<file path="config.mk">
export PLATFORM = sky130hd
export DESIGN_NAME = rs232_xmt393_flat
export DESIGN_NICKNAME = d
export VERILOG_FILES = /design/src/rtl/rs232_xmt393_if.sv /design/src/rtl/rs232_xmt393.sv /design/src/flat_wrapper.sv
export SDC_FILE = /design/constraint.sdc
export NUM_CORES = 1
export LEC_CHECK = 0
export CAP_MARGIN = 20
export CORE_MARGIN = 2
export CORE_UTILIZATION = 30
export DETAILED_ROUTE_END_ITERATION = 6
export PLACE_DENSITY = 0.56
export SETUP_SLACK_MARGIN = 0.02
export SYNTH_ARGS = -nofsm -noshare
export SYNTH_HDL_FRONTEND = slang
export SYNTH_SLANG_ARGS = --single-unit
</file>
<file path="constraint.sdc">
create_clock -name xclk -period 6.35 [get_ports xclk]
set_input_delay 1.5875 -clock xclk [delete_from_list [all_inputs] [get_ports xclk]]
set_output_delay 1.5875 -clock xclk [all_outputs]
set_load 0.05 [all_outputs]
</file>
<file path="src/rtl/rs232_xmt393_if.sv">
// rtl/rs232_xmt393_if.sv - byte write port and FIFO status of the serial transmitter
interface rs232_xmt393_if #(
    parameter int FIFO_DEPTH_LOG2 = 2
) ();
    logic [7:0]               din;
    logic                     din_stb;
    logic                     fifo_full;
    logic [FIFO_DEPTH_LOG2:0] fifo_count;
    logic                     overflow;

    modport master (
        output din, din_stb,
        input  fifo_full, fifo_count, overflow
    );

    modport slave (
        input  din, din_stb,
        output fifo_full, fifo_count, overflow
    );
endinterface

</file>
<file path="src/rtl/rs232_xmt393.sv">
// rtl/rs232_xmt393.sv - FIFO-buffered RS232 transmitter, 8 data bits, optional parity, 1/2 stop bits
module rs232_xmt393 #(
    parameter int FIFO_DEPTH_LOG2 = 2
) (
    input  logic          xclk,
    input  logic          rst,
    input  logic [15:0]   bitHalfPeriod,
    input  logic          stop2,
    input  logic          parity_en,
    input  logic          parity_odd,
    input  logic          ser_rst,
    rs232_xmt393_if.slave wr,
    output logic          ser_do,
    output logic          busy,
    output logic          char_done
);
    localparam int CW    = FIFO_DEPTH_LOG2 + 1;
    localparam int DEPTH = 1 << FIFO_DEPTH_LOG2;
    localparam logic [CW-1:0] DEPTH_CNT = CW'(DEPTH);

    typedef enum logic [2:0] {IDLE, START, DATA, PARITY, STOP} state_t;

    state_t                     state_q, state_d;
    logic [CW-1:0]              count_q, count_d;
    logic [FIFO_DEPTH_LOG2-1:0] wr_ptr_q, wr_ptr_d, rd_ptr_q, rd_ptr_d;
    logic [7:0]                 mem_q [DEPTH];
    logic [7:0]                 shift_q, shift_d;
    logic                       par_q, par_d;
    logic [2:0]                 bit_cnt_q, bit_cnt_d;
    logic                       half_q, half_d;
    logic [15:0]                timer_q, timer_d;
    logic [15:0]                hbp_q, hbp_d;
    logic                       stop2_q, stop2_d;
    logic                       par_en_q, par_en_d;
    logic                       par_odd_q, par_odd_d;
    logic                       overflow_q, overflow_d;
    logic                       ser_do_q, ser_do_d;
    logic                       char_done_q, char_done_d;
    logic                       full, push, pop, load, bit_end;
    logic [15:0]                hbp_load;

    assign full     = (count_q == DEPTH_CNT);
    // A zero half period would never expire, so it is stretched to one cycle.
    assign hbp_load = (bitHalfPeriod == 16'd0) ? 16'd1 : bitHalfPeriod;

    assign wr.fifo_full  = full;
    assign wr.fifo_count = count_q;
    assign wr.overflow   = overflow_q;
    assign ser_do        = ser_do_q;
    assign char_done     = char_done_q;
    assign busy          = (state_q != IDLE) || (count_q != '0);

    // Next-state logic: FIFO bookkeeping, half-bit timer, framing FSM and output bit selection.
    always_comb begin
        state_d     = state_q;
        count_d     = count_q;
        wr_ptr_d    = wr_ptr_q;
        rd_ptr_d    = rd_ptr_q;
        shift_d     = shift_q;
        par_d       = par_q;
        bit_cnt_d   = bit_cnt_q;
        half_d      = half_q;
        timer_d     = timer_q;
        hbp_d       = hbp_q;
        stop2_d     = stop2_q;
        par_en_d    = par_en_q;
        par_odd_d   = par_odd_q;
        overflow_d  = overflow_q;
        char_done_d = 1'b0;
        load        = 1'b0;
        bit_end     = 1'b0;

        // Fullness is judged on current occupancy, so a same-cycle pop never rescues a write.
        push = wr.din_stb && !full;
        if (wr.din_stb && full) begin
            overflow_d = 1'b1;
        end

        // Each bit is two half periods; bit_end marks the last cycle of the second half.
        if (state_q != IDLE) begin
            if (timer_q <= 16'd1) begin
                timer_d = hbp_q;
                half_d  = ~half_q;
                bit_end = half_q;
            end else begin
                timer_d = timer_q - 16'd1;
            end
        end

        case (state_q)
            IDLE: begin
                if (count_q != '0) begin
                    load = 1'b1;
                end
            end
            START: begin
                if (bit_end) begin
                    state_d   = DATA;
                    bit_cnt_d = 3'd0;
                end
            end
            DATA: begin
                if (bit_end) begin
                    shift_d   = shift_q >> 1;
                    bit_cnt_d = bit_cnt_q + 3'd1;
                    if (bit_cnt_q == 3'd7) begin
                        state_d   = par_en_q ? PARITY : STOP;
                        bit_cnt_d = 3'd0;
                    end
                end
            end
            PARITY: begin
                if (bit_end) begin
                    state_d   = STOP;
                    bit_cnt_d = 3'd0;
                end
            end
            STOP: begin
                if (bit_end) begin
                    if (stop2_q && (bit_cnt_q == 3'd0)) begin
                        bit_cnt_d = 3'd1;
                    end else begin
                        char_done_d = 1'b1;
                        if (count_q != '0) begin
                            load = 1'b1;
                        end else begin
                            state_d = IDLE;
                        end
                    end
                end
            end
            default: state_d = IDLE;
        endcase

        // Loading a byte also snapshots the line configuration for the whole character.
        pop = load;
        if (load) begin
            state_d   = START;
            shift_d   = mem_q[rd_ptr_q];
            par_d     = ^mem_q[rd_ptr_q];
            bit_cnt_d = 3'd0;
            half_d    = 1'b0;
            hbp_d     = hbp_load;
            timer_d   = hbp_load;
            stop2_d   = stop2;
            par_en_d  = parity_en;
            par_odd_d = parity_odd;
        end

        if (push) begin
            wr_ptr_d = wr_ptr_q + 1'b1;
        end
        if (pop) begin
            rd_ptr_d = rd_ptr_q + 1'b1;
        end
        count_d = count_q + CW'(push) - CW'(pop);

        // The line lags the FSM by one cycle so that ser_do is purely a flop.
        case (state_q)
            START:   ser_do_d = 1'b0;
            DATA:    ser_do_d = shift_q[0];
            PARITY:  ser_do_d = par_q ^ par_odd_q;
            default: ser_do_d = 1'b1;
        endcase

        if (ser_rst) begin
            state_d     = IDLE;
            count_d     = '0;
            wr_ptr_d    = '0;
            rd_ptr_d    = '0;
            overflow_d  = 1'b0;
            ser_do_d    = 1'b1;
            char_done_d = 1'b0;
            push        = 1'b0;
        end
    end

    // Byte storage; contents need no reset because occupancy is tracked by count_q.
    always_ff @(posedge xclk) begin
        if (push) begin
            mem_q[wr_ptr_q] <= wr.din;
        end
    end

    // Control and datapath registers.
    always_ff @(posedge xclk or posedge rst) begin
        if (rst) begin
            state_q     <= IDLE;
            count_q     <= '0;
            wr_ptr_q    <= '0;
            rd_ptr_q    <= '0;
            shift_q     <= 8'd0;
            par_q       <= 1'b0;
            bit_cnt_q   <= 3'd0;
            half_q      <= 1'b0;
            timer_q     <= 16'd1;
            hbp_q       <= 16'd1;
            stop2_q     <= 1'b0;
            par_en_q    <= 1'b0;
            par_odd_q   <= 1'b0;
            overflow_q  <= 1'b0;
            ser_do_q    <= 1'b1;
            char_done_q <= 1'b0;
        end else begin
            state_q     <= state_d;
            count_q     <= count_d;
            wr_ptr_q    <= wr_ptr_d;
            rd_ptr_q    <= rd_ptr_d;
            shift_q     <= shift_d;
            par_q       <= par_d;
            bit_cnt_q   <= bit_cnt_d;
            half_q      <= half_d;
            timer_q     <= timer_d;
            hbp_q       <= hbp_d;
            stop2_q     <= stop2_d;
            par_en_q    <= par_en_d;
            par_odd_q   <= par_odd_d;
            overflow_q  <= overflow_d;
            ser_do_q    <= ser_do_d;
            char_done_q <= char_done_d;
        end
    end
endmodule

</file>
<file path="src/flat_wrapper.sv">
// flat-port wrapper written by rule: the top's interface ports become plain ports
module rs232_xmt393_flat 
#(
    parameter int FIFO_DEPTH_LOG2 = 2
)
  (xclk, rst, bitHalfPeriod, stop2, parity_en, parity_odd, ser_rst, ser_do, busy, char_done, wr_din, wr_din_stb, wr_fifo_full, wr_fifo_count, wr_overflow);
  rs232_xmt393_if #(.FIFO_DEPTH_LOG2(FIFO_DEPTH_LOG2)) wr_i ();
  input  logic xclk;
  input  logic rst;
  input  logic [15:0] bitHalfPeriod;
  input  logic stop2;
  input  logic parity_en;
  input  logic parity_odd;
  input  logic ser_rst;
  output logic ser_do;
  output logic busy;
  output logic char_done;
  input wire logic [$bits(wr_i.din)-1:0] wr_din;
  input wire logic [$bits(wr_i.din_stb)-1:0] wr_din_stb;
  output wire logic [$bits(wr_i.fifo_full)-1:0] wr_fifo_full;
  output wire logic [$bits(wr_i.fifo_count)-1:0] wr_fifo_count;
  output wire logic [$bits(wr_i.overflow)-1:0] wr_overflow;
  assign wr_i.din = wr_din;
  assign wr_i.din_stb = wr_din_stb;
  assign wr_fifo_full = wr_i.fifo_full;
  assign wr_fifo_count = wr_i.fifo_count;
  assign wr_overflow = wr_i.overflow;
  rs232_xmt393 #(.FIFO_DEPTH_LOG2(FIFO_DEPTH_LOG2)) u_core (.xclk(xclk), .rst(rst), .bitHalfPeriod(bitHalfPeriod), .stop2(stop2), .parity_en(parity_en), .parity_odd(parity_odd), .ser_rst(ser_rst), .wr(wr_i), .ser_do(ser_do), .busy(busy), .char_done(char_done));
endmodule
</file>
==> run metrics <==
Power Dens Cells=about 470 nW/um^2; final count of negative-setup-slack endpoints=0; post-synthesis net count=about 480; portion of synthesized cell area occupied by the leading cell type=a little under a third; DRT antenna net count=0; origin of the worst min-delay path=u_core.hbp_q[9]; post-CTS sizing=0; cells along the critical path=or3_1, nor2_1, clkinv_1, clkdlybuf4s50_1; required time of the critical path=about 4800 ps; top cells by area in the synthesized netlist=sky130_fd_sc_hd__dfrtp_1 31%, sky130_fd_sc_hd__edfxtp_1 21%, sky130_fd_sc_hd__nand2_1 7.1%, sky130_fd_sc_hd__mux4_2 3.9%, sky130_fd_sc_hd__nor2_1 3.3%; GRT met2 Usage=21.2%; Logic pwr share=between 40 and 50%; global-route wire length before repair=16.7 mm; met3 usage in global routing=2.74%; Max stage delay on crit path=around 900 ps; number of register bits inferred by synthesis=between 90 and 100; largest driver fanout on the critical path=27; fraction of layout instances using a drive strength above 1=about 9%; Synth Flop Type=sky130_fd_sc_hd__dfrtp_1; largest net degree at the start of global routing=62; achievable frequency=about 200 MHz; Tightest Pin Transition=roughly 990 ps; cell area after synthesis=4650 um^2; clock-pin slew of the registers on the worst-case setup and hold paths=roughly 70 ps; Synth Warn #=0; static leakage=about 2.1 nW; cell with the largest stage delay on the worst path=sky130_fd_sc_hd__clkdlybuf4s50_1; worst reg2reg endpoint=u_core.wr.fifo_count[2]; internal power=1.53 mW; relative slew slack=~34%; Reg2Reg Depth=12; TritonCTS clock tree=done; count of hold buffers inserted by post-cts repair=0; kind of end point of the critical path=primary output; setup repair after global routing missed its margin=no; setup TNS=0 ps; placeable core region=between 15000 and 20000 um^2; initial antenna violation count=0; average wire per cell in the routed design=~15 um; kind of start point of the critical path=register; Post-synth EDFFs=32; worst voltage drop across the vdd grid=around 0.2 mV; cell count after synthesis=around 440; count of vias placed by the detailed router=3237; Slew Limit Fails=0; total power=between 2 and 3 mW; cell with the most instances after synthesis=sky130_fd_sc_hd__nand2_1; outcome=finished clean; relative contribution of the clock network to total power=between 20% and 30%; cell taking the most area after synthesis=sky130_fd_sc_hd__dfrtp_1; std cell rows=45; # port buffers=38; Clock Skews=a little under 5 ps; sink count of the clock tree=93; number of CTS-inserted buffers=9; Post-CTS Repair Setup Buffers=0; reg2reg start=u_core.timer_q[0]; min-delay worst type=register to register; max capacitance violation total=0; fraction of registers with async set or reset after synthesis=65.6%; minimum clock period after layout=around 5000 ps; vias per cell=about 4.9; DP HPWL=a little under 7 mm; total grt overflow=0; num ports=39; arrival time at the worst endpoint=about 3400 ps; root buffer cell=sky130_fd_sc_hd__clkbuf_16; final layout net count=~510; number of antenna diodes=0; number of levels in the clock H-tree=3; Min-Delay Endpoint=u_core.hbp_q[9]; Remaining DRCs=0; layout overhead on the synthesized area=17.3%; sequential power share=about two fifths; NetSw=1.05 mW; switching power as a share of total power=between 40% and 50%; number of DRC markers in iteration 0=around 160; floorplan die area=approximately 17000 um^2; register-to-register setup slack=3120 ps; x dimension of the die=roughly 130 um; initial core utilization=30.6%; portion of the clock cycle consumed by the worst path in the final layout=roughly 79%; average cell area after synthesis=between 10 and 15 um^2; y dimension of the die=129 um; total routed wirelength=just under 10 mm; final number of hold-violating endpoints=0; critical path start-end classification=register to primary output; number of global-route vias before repair=between 3000 and 4000; iteration count of the initial detailed-routing pass=5; gr busiest metal=met2; clock insertion delay at the later pin of the skew report=between 300 and 400 ps; global-route usage over all layers=between 10% and 20%; portion of the post-synthesis area used by sequential elements=a little over half; top cells by count, synth=88 x sky130_fd_sc_hd__nand2_1, 58 x sky130_fd_sc_hd__dfrtp_1, 41 x sky130_fd_sc_hd__nor2_1; routability congestion estimate=around 0.8; count of distinct cell types in the synthesized netlist=61; cell count of the worst hold path=2; routing usage on met1=16.6%; largest buffer count on any clock path=2
## state kept, by name, indices dropped and copies added, names as in the netlist
register,flops
u_core.ser_do,1
u_core.stop2_q,1
u_core.half_q,1
u_core.wr_ptr_q,2
u_core.par_q,1
u_core.par_en_q,1
u_core.shift_q,8
u_core.rd_ptr_q,2
u_core.wr.overflow,1
u_core.hbp_q,16
u_core.wr.fifo_count,3
u_core.char_done,1
u_core.par_odd_q,1
u_core.mem_q,32
u_core.state_q,3
u_core.timer_q,16
u_core.bit_cnt_q,3
## cell families (layout without fill, tap and decap cells)
family	count (synthesis)	count (layout)	share of synthesized area (%)
buf+inv	35	68	3.60
compound gates	78	78	11.5
flops	93	93	53.6
xor+xnor	22	22	4.14
mux	17	17	5.81
fa+ha+maj	11	11	3.12
simple gates	180	180	18.3
## final cells by class
class / instances / area (um^2)
Multi-Input combinational cell: 308 / 1990
Inverter: 11 / 41.3
Clock buffer: 9 / 225
Timing Repair Buffer: 41 / 403
Sequential cell: 93 / 2490
Clock inverter: 7 / 66.3
Fill cell: 1527 / 9750
Tap cell: 188 / 235
## worst max path at each step
stage                                  from  endpoint  slack, ps
global placement    u_core.wr.fifo_count[0]      busy       1820
floorplan           u_core.wr.fifo_count[1]      busy       2710
detailed placement  u_core.wr.fifo_count[0]      busy       1710
CTS                 u_core.wr.fifo_count[0]      busy       1350
global route              u_core.state_q[0]      busy       1060
finish              u_core.wr.fifo_count[0]      busy       1350
## power by group through the flow
stage	sequential, mW	combinational [mW]	clock, mW
after floorplan	0.971	0.858	0
after global placement	0.999	1.05	0
after detailed placement	1.01	1.08	0
after CTS	1.00	1.08	0.537
after global routing	1.03	1.20	0.561
final	0.998	1.06	0.521
## cells in the final DEF, fill, tap and decap left out, drive strengths merged, types with 2 or more instances in the layout
master | synthesis | routed
clkdlybuf4s50 | 0 | 38
clkinv | 1 | 5
a2111oi | 2 | 2
and2 | 6 | 6
ha | 10 | 10
mux2i | 9 | 9
edfxtp | 32 | 32
nand2 | 89 | 89
o21ai | 22 | 22
dfstp | 3 | 3
dfrtp | 58 | 58
clkbuf | 13 | 9
or3 | 3 | 3
inv | 10 | 13
nor4 | 7 | 7
nand3 | 6 | 6
nand2b | 2 | 2
nor2b | 3 | 3
a21oi | 10 | 10
xnor2 | 15 | 15
o32a | 2 | 2
o31a | 2 | 2
or2 | 4 | 4
mux4 | 8 | 8
nand4 | 3 | 3
o211ai | 10 | 10
nor3 | 9 | 9
o311a | 2 | 2
o31ai | 2 | 2
nand3b | 2 | 2
or4 | 3 | 3
a31oi | 12 | 12
a22o | 2 | 2
buf | 11 | 3
nor2 | 41 | 41
a22oi | 3 | 3
xor2 | 7 | 7
## per-stage QoR
step	hold slack, ps	cell area, um^2	setup slack, ps	utilization (%)	std cells
6_report	479	5460	1350	35.9	657
5_1_grt	507	5460	1060	35.9	657
4_1_cts	482	5460	1350	35.9	657
3_5_place_dp	464	5160	1710	34.0	641
3_3_place_gp	459	5160	1820	34.0	641
2_1_floorplan	441	4650	2710	-	436
## worst max-delay path: cells and delay by family, from the launching register on
| kind | cells | cell delay (ps) |
|---|---|---|
| flip-flops | 1 | 440 |
| AND/OR/NAND/NOR | 2 | 950 |
| buffers and inverters | 2 | 1690 |
## routing by layer
| metal | vias up | part of all wire, % |
|---|---|---|
| met2 | 65 | 49 |
| li1 | 1603 | - |
| met4 | 0 | 1.4 |
| met3 | 11 | 3.3 |
| met1 | 1558 | 47 |
| met5 | - | 0 |
Power figures use the tool's default switching activity.
